==> src/rtl/mips_test_sequencer.sv <==
// On-chip test harness for the pipelined MIPS32 core: loads program and expected
// register table from a host port, runs the core to HALT or timeout, then compares registers.
module mips_test_sequencer #(
  parameter int unsigned DATA_W     = 32,
  parameter int unsigned IMEM_DEPTH = 64,
  parameter int unsigned NCHECK     = 8,
  parameter int unsigned TIMEOUT    = 1024,
  localparam int unsigned IMEM_AW   = $clog2(IMEM_DEPTH),
  localparam int unsigned CYC_W     = $clog2(TIMEOUT + 1)
) (
  input  logic               clk1,
  input  logic               rst,
  input  logic               clear,
  input  logic               load_valid,
  output logic               load_ready,
  input  logic               load_kind,
  input  logic [DATA_W-1:0]  load_data,
  input  logic               start,
  output logic               imem_we,
  output logic [IMEM_AW-1:0] imem_addr,
  output logic [DATA_W-1:0]  imem_wdata,
  output logic               cpu_rst,
  output logic               cpu_run,
  input  logic               cpu_halted,
  output logic [4:0]         rf_raddr,
  input  logic [DATA_W-1:0]  rf_rdata,
  output logic               busy,
  output logic               done,
  output logic               pass,
  output logic               timed_out,
  output logic               overflow,
  output logic [5:0]         fail_count,
  output logic [4:0]         first_fail,
  output logic [CYC_W-1:0]   cycles
);

  localparam int unsigned PC_W  = IMEM_AW + 1;
  localparam int unsigned EX_AW = (NCHECK > 1) ? $clog2(NCHECK) : 1;

  typedef enum logic [1:0] {S_IDLE, S_RUN, S_CHECK, S_DONE} state_t;

  state_t            state;
  logic [PC_W-1:0]   prog_cnt;
  logic [5:0]        exp_cnt;
  logic [5:0]        chk_idx;
  logic              launch;
  logic              start_pend;
  logic [DATA_W-1:0] exp_mem [NCHECK];

  logic       hs;
  logic       prog_full;
  logic       exp_full;
  logic       hs_exp;
  logic       go;
  logic       mism;
  logic [5:0] fail_next;

  assign hs        = load_valid & load_ready;
  assign prog_full = (prog_cnt == PC_W'(IMEM_DEPTH));
  assign exp_full  = (exp_cnt == 6'(NCHECK));
  assign hs_exp    = hs & load_kind & ~exp_full;
  assign go        = start | start_pend;

  // Program words go straight to the core's instruction memory in the handshake cycle.
  assign imem_we    = hs & ~load_kind & ~prog_full;
  assign imem_addr  = prog_cnt[IMEM_AW-1:0];
  assign imem_wdata = load_data;

  // rf_rdata belongs to the address issued on the previous CHECK cycle.
  assign mism = (state == S_CHECK) && (chk_idx != 6'd0) &&
                (rf_rdata != exp_mem[EX_AW'(chk_idx - 6'd1)]);
  assign fail_next = fail_count + {5'd0, mism};

  always_ff @(posedge clk1) begin
    if (hs_exp) exp_mem[EX_AW'(exp_cnt)] <= load_data;
  end

  always_ff @(posedge clk1) begin
    if (rst) begin
      state      <= S_IDLE;
      prog_cnt   <= '0;
      exp_cnt    <= '0;
      chk_idx    <= '0;
      launch     <= 1'b0;
      start_pend <= 1'b0;
      load_ready <= 1'b1;
      cpu_rst    <= 1'b1;
      cpu_run    <= 1'b0;
      rf_raddr   <= '0;
      busy       <= 1'b0;
      done       <= 1'b0;
      pass       <= 1'b0;
      timed_out  <= 1'b0;
      overflow   <= 1'b0;
      fail_count <= '0;
      first_fail <= '0;
      cycles     <= '0;
    end else begin
      case (state)
        S_IDLE, S_DONE: begin
          if (clear) begin
            state      <= S_IDLE;
            prog_cnt   <= '0;
            exp_cnt    <= '0;
            start_pend <= 1'b0;
            overflow   <= 1'b0;
            done       <= 1'b0;
            pass       <= 1'b0;
            timed_out  <= 1'b0;
            fail_count <= '0;
            first_fail <= '0;
            cycles     <= '0;
          end else begin
            if (hs) begin
              if (!load_kind) begin
                if (prog_full) overflow <= 1'b1;
                else           prog_cnt <= prog_cnt + PC_W'(1);
              end else begin
                if (exp_full) overflow <= 1'b1;
                else          exp_cnt  <= exp_cnt + 6'd1;
              end
            end
            if (go && hs) begin
              // Load wins this cycle; the run launches on the next one.
              start_pend <= 1'b1;
              state      <= S_IDLE;
              done       <= 1'b0;
            end else if (go) begin
              start_pend <= 1'b0;
              state      <= S_RUN;
              launch     <= 1'b1;
              load_ready <= 1'b0;
              cpu_rst    <= 1'b1;
              cpu_run    <= 1'b0;
              busy       <= 1'b1;
              done       <= 1'b0;
              pass       <= 1'b0;
              timed_out  <= 1'b0;
              fail_count <= '0;
              first_fail <= '0;
              cycles     <= '0;
            end else if (hs) begin
              state <= S_IDLE;
              done  <= 1'b0;
            end
          end
        end

        S_RUN: begin
          if (launch) begin
            launch  <= 1'b0;
            cpu_rst <= 1'b0;
            cpu_run <= 1'b1;
          end else if (cpu_halted) begin
            cpu_run  <= 1'b0;
            state    <= S_CHECK;
            chk_idx  <= '0;
            rf_raddr <= '0;
          end else if (cycles == CYC_W'(TIMEOUT)) begin
            timed_out <= 1'b1;
            cpu_run   <= 1'b0;
            state     <= S_CHECK;
            chk_idx   <= '0;
            rf_raddr  <= '0;
          end else begin
            cycles <= cycles + CYC_W'(1);
          end
        end

        S_CHECK: begin
          if (mism) begin
            fail_count <= fail_next;
            if (fail_count == 6'd0) first_fail <= 5'(chk_idx - 6'd1);
          end
          if (chk_idx == exp_cnt) begin
            state      <= S_DONE;
            busy       <= 1'b0;
            done       <= 1'b1;
            pass       <= (fail_next == 6'd0) && !timed_out;
            cpu_rst    <= 1'b1;
            load_ready <= 1'b1;
          end else begin
            chk_idx  <= chk_idx + 6'd1;
            rf_raddr <= 5'(chk_idx + 6'd1);
          end
        end

        default: state <= S_IDLE;
      endcase
    end
  end

endmodule

==> config.mk <==
export PLATFORM = sky130hd
export DESIGN_NAME = mips_test_sequencer
export DESIGN_NICKNAME = d
export VERILOG_FILES = /design/src/rtl/mips_test_sequencer.sv
export SDC_FILE = /design/constraint.sdc
export NUM_CORES = 1
export LEC_CHECK = 0
export CAP_MARGIN = 25
export CORE_UTILIZATION = 55
export CTS_CLUSTER_DIAMETER = 40
export DETAILED_ROUTE_END_ITERATION = 7
export PLACE_DENSITY = 0.75
export REMOVE_ABC_BUFFERS = 1
export SLEW_MARGIN = 10
export SYNTH_ARGS = -nofsm -noshare
export SYNTH_HDL_FRONTEND = slang
export SYNTH_SLANG_ARGS = --single-unit
export TNS_END_PERCENT = 5
==> constraint.sdc <==
create_clock -name clk1 -period 5.4 [get_ports clk1]
set_clock_uncertainty 0.1 [all_clocks]
set_input_delay 0.81 -clock clk1 [delete_from_list [all_inputs] [get_ports clk1]]
set_output_delay 0.81 -clock clk1 [all_outputs]
set_load 0.005 [all_outputs]
* Word-level counts from Yosys, hierarchy flattened *
Memory sizes are Yosys's and may differ from the RTL's.
Cells that the tools add are included.

storage, ports and cells
  register bits after elaboration = 58
  RAM bits = 256
  bits of input ports = 71
  logic and storage cells = 179
  memories = 1

cells by class
  $add $sub $neg = 6
  equality and inequality tests = 29
  multiplexer cells = 83
  bitwise logic cells = 9
  reduce and logical (&&, ||, !) cells = 33

memory list
  name     depth  bits a word  read ports  clocked after Yosys merged registers in  wr ports  line  source
  exp_mem  8      32           1           0                                        1         48    logic [DATA_W-1:0] exp_mem [NCHECK];

operator list
  cell                                            number
  2-to-1 mux 6 bit                                12
  2-to-1 mux 11 bit                               6
  2-to-1 mux 5 bit                                9
  inequality test 32 bit                          1
  AND reduction 4 bit                             8
  2-to-1 mux 1 bit                                30
  2-to-1 mux 7 bit                                4
  inequality test 2 bit (second input constant)   13
  case mux 6 bit (2 select lines)                 2
  case mux 11 bit (2 select lines)                1
  case mux 5 bit (2 select lines)                 2
  AND reduction 5 bit                             4
  2-to-1 mux 2 bit                                8
  case mux 1 bit (2 select lines)                 7
  adder 6 x 1 -> 6 bit (second input constant)    2
  zero test 6 bit                                 2
  AND reduction 6 bit                             2
  adder 11 x 1 -> 11 bit (second input constant)  1
  == test 11 bit (second input constant)          1
  nonzero test 2 bit                              5
  inequality test 3 bit (second input constant)   3
  adder 7 x 1 -> 7 bit (second input constant)    1
  == test 7 bit (second input constant)           1
  adder 6 x 1 -> 6 bit                            1
  other kinds (22)                                34

* Depth between registers and ports, before layout *
Gate-level depths: netlist (run 1).
An unclocked memory read counts as a cell.

  word-level depth = 9
  mapped depth = 23

* Worst setup path before layout (run 1) *
OpenSTA, ideal clock, no wires.

  kind = flip-flop to flip-flop
  start = register rf_raddr[0] (netlist name)
  end = register pass
  setup time = 0.065 ns
  arrival time = 4.413 ns
  required time = 5.235 ns
  slack = 0.822 ns
  cell stages (with the launch flop) = 21
  buffers on the path = 6
  clock period less this slack = 4.578 ns
  cells stage by stage = dfxtp_1 buf_2 buf_6 buf_4 inv_1 ha_1 clkbuf_1 buf_2 buf_2 mux4_2 xor2_1 o32ai_1 nand2_1 o31ai_4 inv_2 ha_1 ha_1 or4_1 nor4_1 mux2i_1 nor2_1

RTL lines
  element               line  source
  end signal, assigned  179   pass <= (fail_next == 6'd0) && !timed_out;
  end, declared         29    output logic pass,

==> impl_metrics.yaml, run 1 <==
logic_synthesis:
  async_reset_ff_frac: 0
  synth_area_leaders: "edfxtp_1 (58%), mux4_2 (11%), dfxtp_1 (8.1%), xnor2_1 (3.8%), buf_4 (2.6%)"
  synth-seq-cells: 309
  synth_area_per_cell_um2: 15.8
  synth_edf_count: 256
  synth_warnings: 0
  synth.distinct_cells: 54
  ys.flop_type: "edfxtp_1"
  synth.cell_area_mm2: 0.0132
  ys_seq_area_frac: 0.665
  synth_area_leader_cell: "edfxtp_1"
  synth_cells: 835
  synth.top_cell.area_share: 0.584
power_and_ir_drop:
  p_per_area_mw_per_mm2: 384
  internal-power_w: 0.00466
  pwr-share-clk: 0.427
  p_leak_nw: 5.13
  peakVddDrop_v: 0.000315
  combPwrFrac: 0.138
  p_switching_w: 0.00151
  seq_power_share: 0.435
  switching_share: 0.245
placement:
  pre_cts_ws_ns: 0.638
  routabilityCongestion: 0.890
  hpwl_um: 17100
  numPortBuffers: 144
route:
  detail_route.wl_per_cell_um: 20.9
  totalWireLength_um: 27400
  postRouteAntennaNets: 0
  drtIter0Drc: 689
  viasPerCell: 5.74
  drt_pre_antenna_iters: 5
  vias: 7523
  drc: 0
setup_path:
  slowest_stage: "a2111oi_0"
  critPathLaunchType: "flip-flop"
  reg2reg_to: "pass"
  critPathBufInv: 3
  required_ns: 5.75
  worstPathCellList: "inv_1 -> ha_4 -> buf_4 -> mux2i_1 -> xor2_1 -> nand3_1 -> a2111oi_0 -> o21ai_1 -> o31ai_4 -> inv_2 -> ha_1 -> ha_1 -> or4_1 -> nor4_1 -> mux2i_1 -> nor2_1"
  crit_path_max_fanout: 12
  worstSetupPathDepth: 16
  r2r-start: "rf_raddr[1]"
  cp.arrival_ns: 5.17
  cpPeakStageDelay_ns: 0.64
  ff2ff_path_depth: 16
  critPathKind: "reg -> reg"
  cp-end-kind: "flip-flop"
  rrSetupSlack_ns: 0.58
  critPathTopFamily: "compound AO/OA/AOI/OAI gates"
clocking:
  cts_made_buffers: 39
  clockBufferDepth: 3
  postCtsSetupRepairBufs: 0
  cts_tree: "done"
  clk_pin_slew_ns: 0.06
  h-tree-depth: 2
  cts_root_buf: "clkbuf_16"
  cts_sinks: 309
  clk_latency_ns: 0.52
  hold_buffers: 0
  cts-resized-gates: 0
sta:
  min_period_ns: 4.82
  finalCritPeriodShare: 0.892
  setup_viol: 0
  setup_ws_ns: 0.582
  rsz0062_at_grt: "no"
  slew_violations: 0
  hold_viol_final: 0
  slew-limit-headroom: 0.437
  fmax_mhz: 208
  totalNegativeSetupSlack_ns: 0
  worst_hold_slack_ns: 0.378
  worst_pin_slew_ns: 0.842
floorplan:
  rows: 56
  initial_core_util: 0.561
  core_mm2: 0.0235
  io_pins: 145
  die_y_um: 157
  die_area_mm2: 0.0245
  dieWidth_um: 157
global_routing:
  grt_max_degree: 70
  overflow: 0
  antenna_found_initial: 0
  grt_pass1_wl_um: 42400
  grt.total_usage: 0.234
  grt_pass1_vias: 7463
cells_and_area:
  multi_input_area_mm2: 0.00395
  diodes: 0
  syn2layout_area_growth_pct: 22.1
  fillers: 1586
  fin_nets: 1046
  final_common_cell: "edfxtp_1"
  ff_latch_area_mm2: 0.00875
  drive_above_1_share: 0.152
  most-common-layout-cells: "edfxtp_1 (256), clkdlybuf4s50_1 (144), mux4_2 (62)"
min_path:
  min_to: "first_fail[4]"
  whs_path_depth: 2
  min_from: "first_fail[4]"
  hold_class: "reg -> reg"
job:
  cap_violations: 0
outcome:
  outcome: "finished, final reports clean"
[power groups by stage]
stage / clock network [W] / registers, W / logic [W]
floorplan: 0 / 0.00275 / 0.000508
global placement: 0 / 0.00273 / 0.000831
detailed placement: 0 / 0.00273 / 0.000839
CTS: 0.00268 / 0.00268 / 0.000847
global route: 0.00277 / 0.00269 / 0.000936
finish: 0.00264 / 0.00268 / 0.000849
[logic make-up (layout without fill, tap and decap cells)]
family	Yosys count	after routing	share of synthesized area
flops	309	309	0.665
simple gates	183	183	0.0669
xor+xnor	95	95	0.0632
buf+inv	89	246	0.0404
mux	75	75	0.116
compound gates	70	70	0.0352
fa+ha+maj	14	14	0.0133
[sequential cells by signal, summed over array words and instances, names as in the netlist, 2 cells and up]
name,count
rf_raddr,4
cycles,11
exp_cnt,6
chk_idx,2
state,2
prog_cnt,7
fail_count,6
exp_mem,256
first_fail,5
[cell usage after synthesis (all sizes together) (2+ instances only)]
cell type,number
a21oi,14
o2111ai,2
ha,14
nand3,16
nand4,19
xor2,38
inv,14
a31oi,9
o2bb2ai,2
xnor2,57
o32ai,2
and3,4
nand2,48
mux2i,12
o22ai,3
a31o,2
clkinv,2
edfxtp,256
o211ai,3
o21a,4
buf,57
nor3,10
nor4b,2
nor4,8
a22oi,3
nor2,53
mux4,62
or3,7
and2,3
dfxtp,53
nor2b,5
nand2b,3
o21ai,17
a32oi,2
clkbuf,16
[layout make-up]
class,count,area share
clock buffer,46,0.0637
timing repair buffer,158,0.0978
tap,319,0.0248
multi-input combinational,437,0.246
sequential,309,0.545
clock inverter,26,0.0199
inverter,16,0.00374
[worst reg2reg max path: cells and delay by family (launching register included)]
| family | cells | cell delay (ns) |
|---|---|---|
| AO/OA/AOI/OAI | 3 | 1.31 |
| XOR/XNOR | 1 | 0.17 |
| adder cells (fa/ha/maj) | 3 | 0.93 |
| buffers and inverters | 3 | 0.51 |
| flip-flops | 1 | 0.45 |
| multiplexers | 2 | 0.34 |
| AND/OR/NAND/NOR | 4 | 0.96 |
[per-layer routing]
metal	global-route usage	routed length, µm	vias to the layer above
li1	-	-	3403
met1	0.321	11500	3757
met2	0.385	13400	308
met3	0.0449	1960	55
met4	0.0630	548	0
met5	0	0	-
[how the worst max path moves through the flow]
stage	start	endpoint	slack, ns
after detailed placement	rf_raddr[1]	pass	0.64
after CTS	rf_raddr[1]	pass	0.62
after global placement	rf_raddr[1]	pass	0.78
final	rf_raddr[1]	pass	0.58
after floorplan	rf_raddr[0]	pass	-2.76
after global routing	rf_raddr[1]	pass	0.21
[metrics by stage]
step,utilization,std cells,power (W),area (µm²)
2_1_floorplan,-,762,0.00325,12700
3_3_place_gp,0.628,1239,0.00356,14700
3_5_place_dp,0.628,1239,0.00357,14700
4_1_cts,0.685,1311,0.00621,16100
5_1_grt,0.685,1311,0.00640,16100
6_report,0.685,1311,0.00617,16100
Power figures use the tool's default switching activity.
==> run 2: changes to the inputs <==
--- a/config.mk
+++ b/config.mk
@@ -7,6 +7,7 @@
 export LEC_CHECK = 0
 export CAP_MARGIN = 25
 export CORE_UTILIZATION = 55
+export CTS_BUF_LIST = sky130_fd_sc_hd__clkbuf_16
 export CTS_CLUSTER_DIAMETER = 40
 export DETAILED_ROUTE_END_ITERATION = 7
 export PLACE_DENSITY = 0.75
==> run 2 against run 1 <==
  * Global-route usage unchanged
  * Wire length increased by 0.11%
  * Die area did not move
  * Largest power group unchanged
  * Clock-buffer cell count shrank 6
==> impl_metrics.yaml, run 2 (synthesized netlist as in run 1, its figures left out) <==
outcome:
  outcome: "finished, final reports clean"
global_routing:
  grt_max_degree: 70
  grt_pass1_wl_um: 42400
  grt_pass1_vias: 7463
  overflow: 0
  met3_usage: 0.0449
  met2_usage: 0.385
  use_met1: 0.321
  busiest_layer: "met2"
  antenna_found_initial: 0
  grt.total_usage: 0.234
sta:
  rsz0062_at_grt: "no"
  finalCritPeriodShare: 0.888
  worst_pin_slew_ns: 0.853
  totalNegativeSetupSlack_ns: 0
  slew-limit-headroom: 0.430
  slew_violations: 0
  fmax_mhz: 209
  setup_viol: 0
  setup_ws_ns: 0.605
  hold_viol_final: 0
  min_period_ns: 4.80
floorplan:
  die_y_um: 157
  dieWidth_um: 157
  die_area_mm2: 0.0245
  initial_core_util: 0.561
  core_mm2: 0.0235
  io_pins: 145
  rows: 56
min_path:
  hold_class: "reg -> reg"
  min_from: "first_fail[4]"
clocking:
  clk_pin_slew_ns: 0.06
  clk_latency_ns: 0.53
  cts_sinks: 309
  cts-resized-gates: 0
  cts_made_buffers: 39
  cts_root_buf: "clkbuf_16"
  h-tree-depth: 2
  hold_buffers: 0
  clockBufferDepth: 3
  postCtsSetupRepairBufs: 0
  cts_tree: "done"
power_and_ir_drop:
  peakVddDrop_v: 0.000315
  p_leak_nw: 5.16
  p_per_area_mw_per_mm2: 383
route:
  viasPerCell: 5.74
  drtIter0Drc: 698
  drc: 0
  vias: 7526
  postRouteAntennaNets: 0
  drt_pre_antenna_iters: 8
  totalWireLength_um: 27500
  detail_route.wl_per_cell_um: 21.0
setup_path:
  cp.arrival_ns: 5.15
  r2r-start: "rf_raddr[1]"
  required_ns: 5.75
  critPathLaunchType: "flip-flop"
  startpoint: "rf_raddr[1]"
  worstPathCellList: "inv_1 -> ha_4 -> buf_4 -> mux2i_1 -> xor2_1 -> nand3_1 -> a2111oi_0 -> o21ai_1 -> o31ai_4 -> inv_2 -> ha_1 -> ha_1 -> or4_1 -> nor4_1 -> mux2i_1 -> nor2_1"
  slowest_stage: "a2111oi_0"
  cpPeakStageDelay_ns: 0.63
  cp-end-kind: "flip-flop"
  critPathKind: "reg -> reg"
  crit_path_max_fanout: 12
cells_and_area:
  drive_above_1_share: 0.152
  largest_reg_flops: 256
  final_common_cell: "edfxtp_1"
  syn2layout_area_growth_pct: 22.1
  fin_nets: 1046
  diodes: 0
  design_area_mm2: 0.0161
  ff_latch_area_mm2: 0.00875
  reg.largest.list: "exp_mem (256), cycles (11), prog_cnt (7)"
  most-common-layout-cells: "edfxtp_1 (256), clkdlybuf4s50_1 (144), mux4_2 (62)"
  top_register: "exp_mem"
  multi_input_area_mm2: 0.00395
  fillers: 1586
placement:
  hpwl_um: 17100
  routabilityCongestion: 0.890
  pre_cts_ws_ns: 0.638
  placed_area_mm2: 0.0147
  numPortBuffers: 144
job:
  cap_violations: 0
[run 2: area by class of cell]
type                       count  share of cell area
timing repair buffer         158              0.0978
multi-input combinational    437               0.246
clock inverter                32              0.0213
clock buffer                  40              0.0623
tap                          319              0.0248
inverter                      16             0.00374
sequential                   309               0.545
[run 2: per-layer routing]
layer	part of all wire	vias up	routed length (µm)
li1	-	3404	-
met1	0.42	3761	11500
met2	0.49	308	13400
met3	0.073	53	1990
met4	0.020	0	547
met5	0	-	0
[run 2: metrics by stage]
step,instances,power [W],hold slack (ns),util
floorplan,762,0.00325,0.351,-
global placement,1239,0.00356,0.360,0.628
detailed placement,1239,0.00357,0.359,0.628
CTS,1311,0.00620,0.373,0.685
global route,1311,0.00639,0.414,0.685
finish,1311,0.00616,0.379,0.685
[run 2: where the power goes]
part | switching [W] | internal [W]
sequential | 0.0000362 | 0.00265
combinational | 0.000498 | 0.000351
clock | 0.000981 | 0.00165
[run 2: path summary, 6_finish.rpt]
| path | to | slack, ns | cells past startpoint |
|---|---|---|---|
| worst max-delay path | pass | 0.60 | 16 |
| worst min-delay path | first_fail[4] | 0.38 | 2 |
| worst max register to register | pass | 0.60 | 16 |
| worst min register to register | first_fail[4] | 0.38 | 2 |
[run 2: worst max-delay path, delay by kind of cell, from the launching register on]
kind / cells / cell delay, ns
adders and majority gates: 3 / 0.93
buffers and inverters: 3 / 0.51
and+or+nand+nor: 4 / 0.95
DFF: 1 / 0.45
xor gates and xnor gates: 1 / 0.17
AOI/OAI and AO/OA: 3 / 1.29
muxes: 2 / 0.34
==> run 3: changes to the inputs <==
--- a/config.mk
+++ b/config.mk
@@ -10,6 +10,7 @@
 export CTS_BUF_LIST = sky130_fd_sc_hd__clkbuf_16
 export CTS_CLUSTER_DIAMETER = 40
 export DETAILED_ROUTE_END_ITERATION = 7
+export GPL_ROUTABILITY_DRIVEN = 0
 export PLACE_DENSITY = 0.75
 export REMOVE_ABC_BUFFERS = 1
 export SLEW_MARGIN = 10
==> results of run 3 <==
Same layout as run 2: the final DEF is identical, and so are final timing and power.
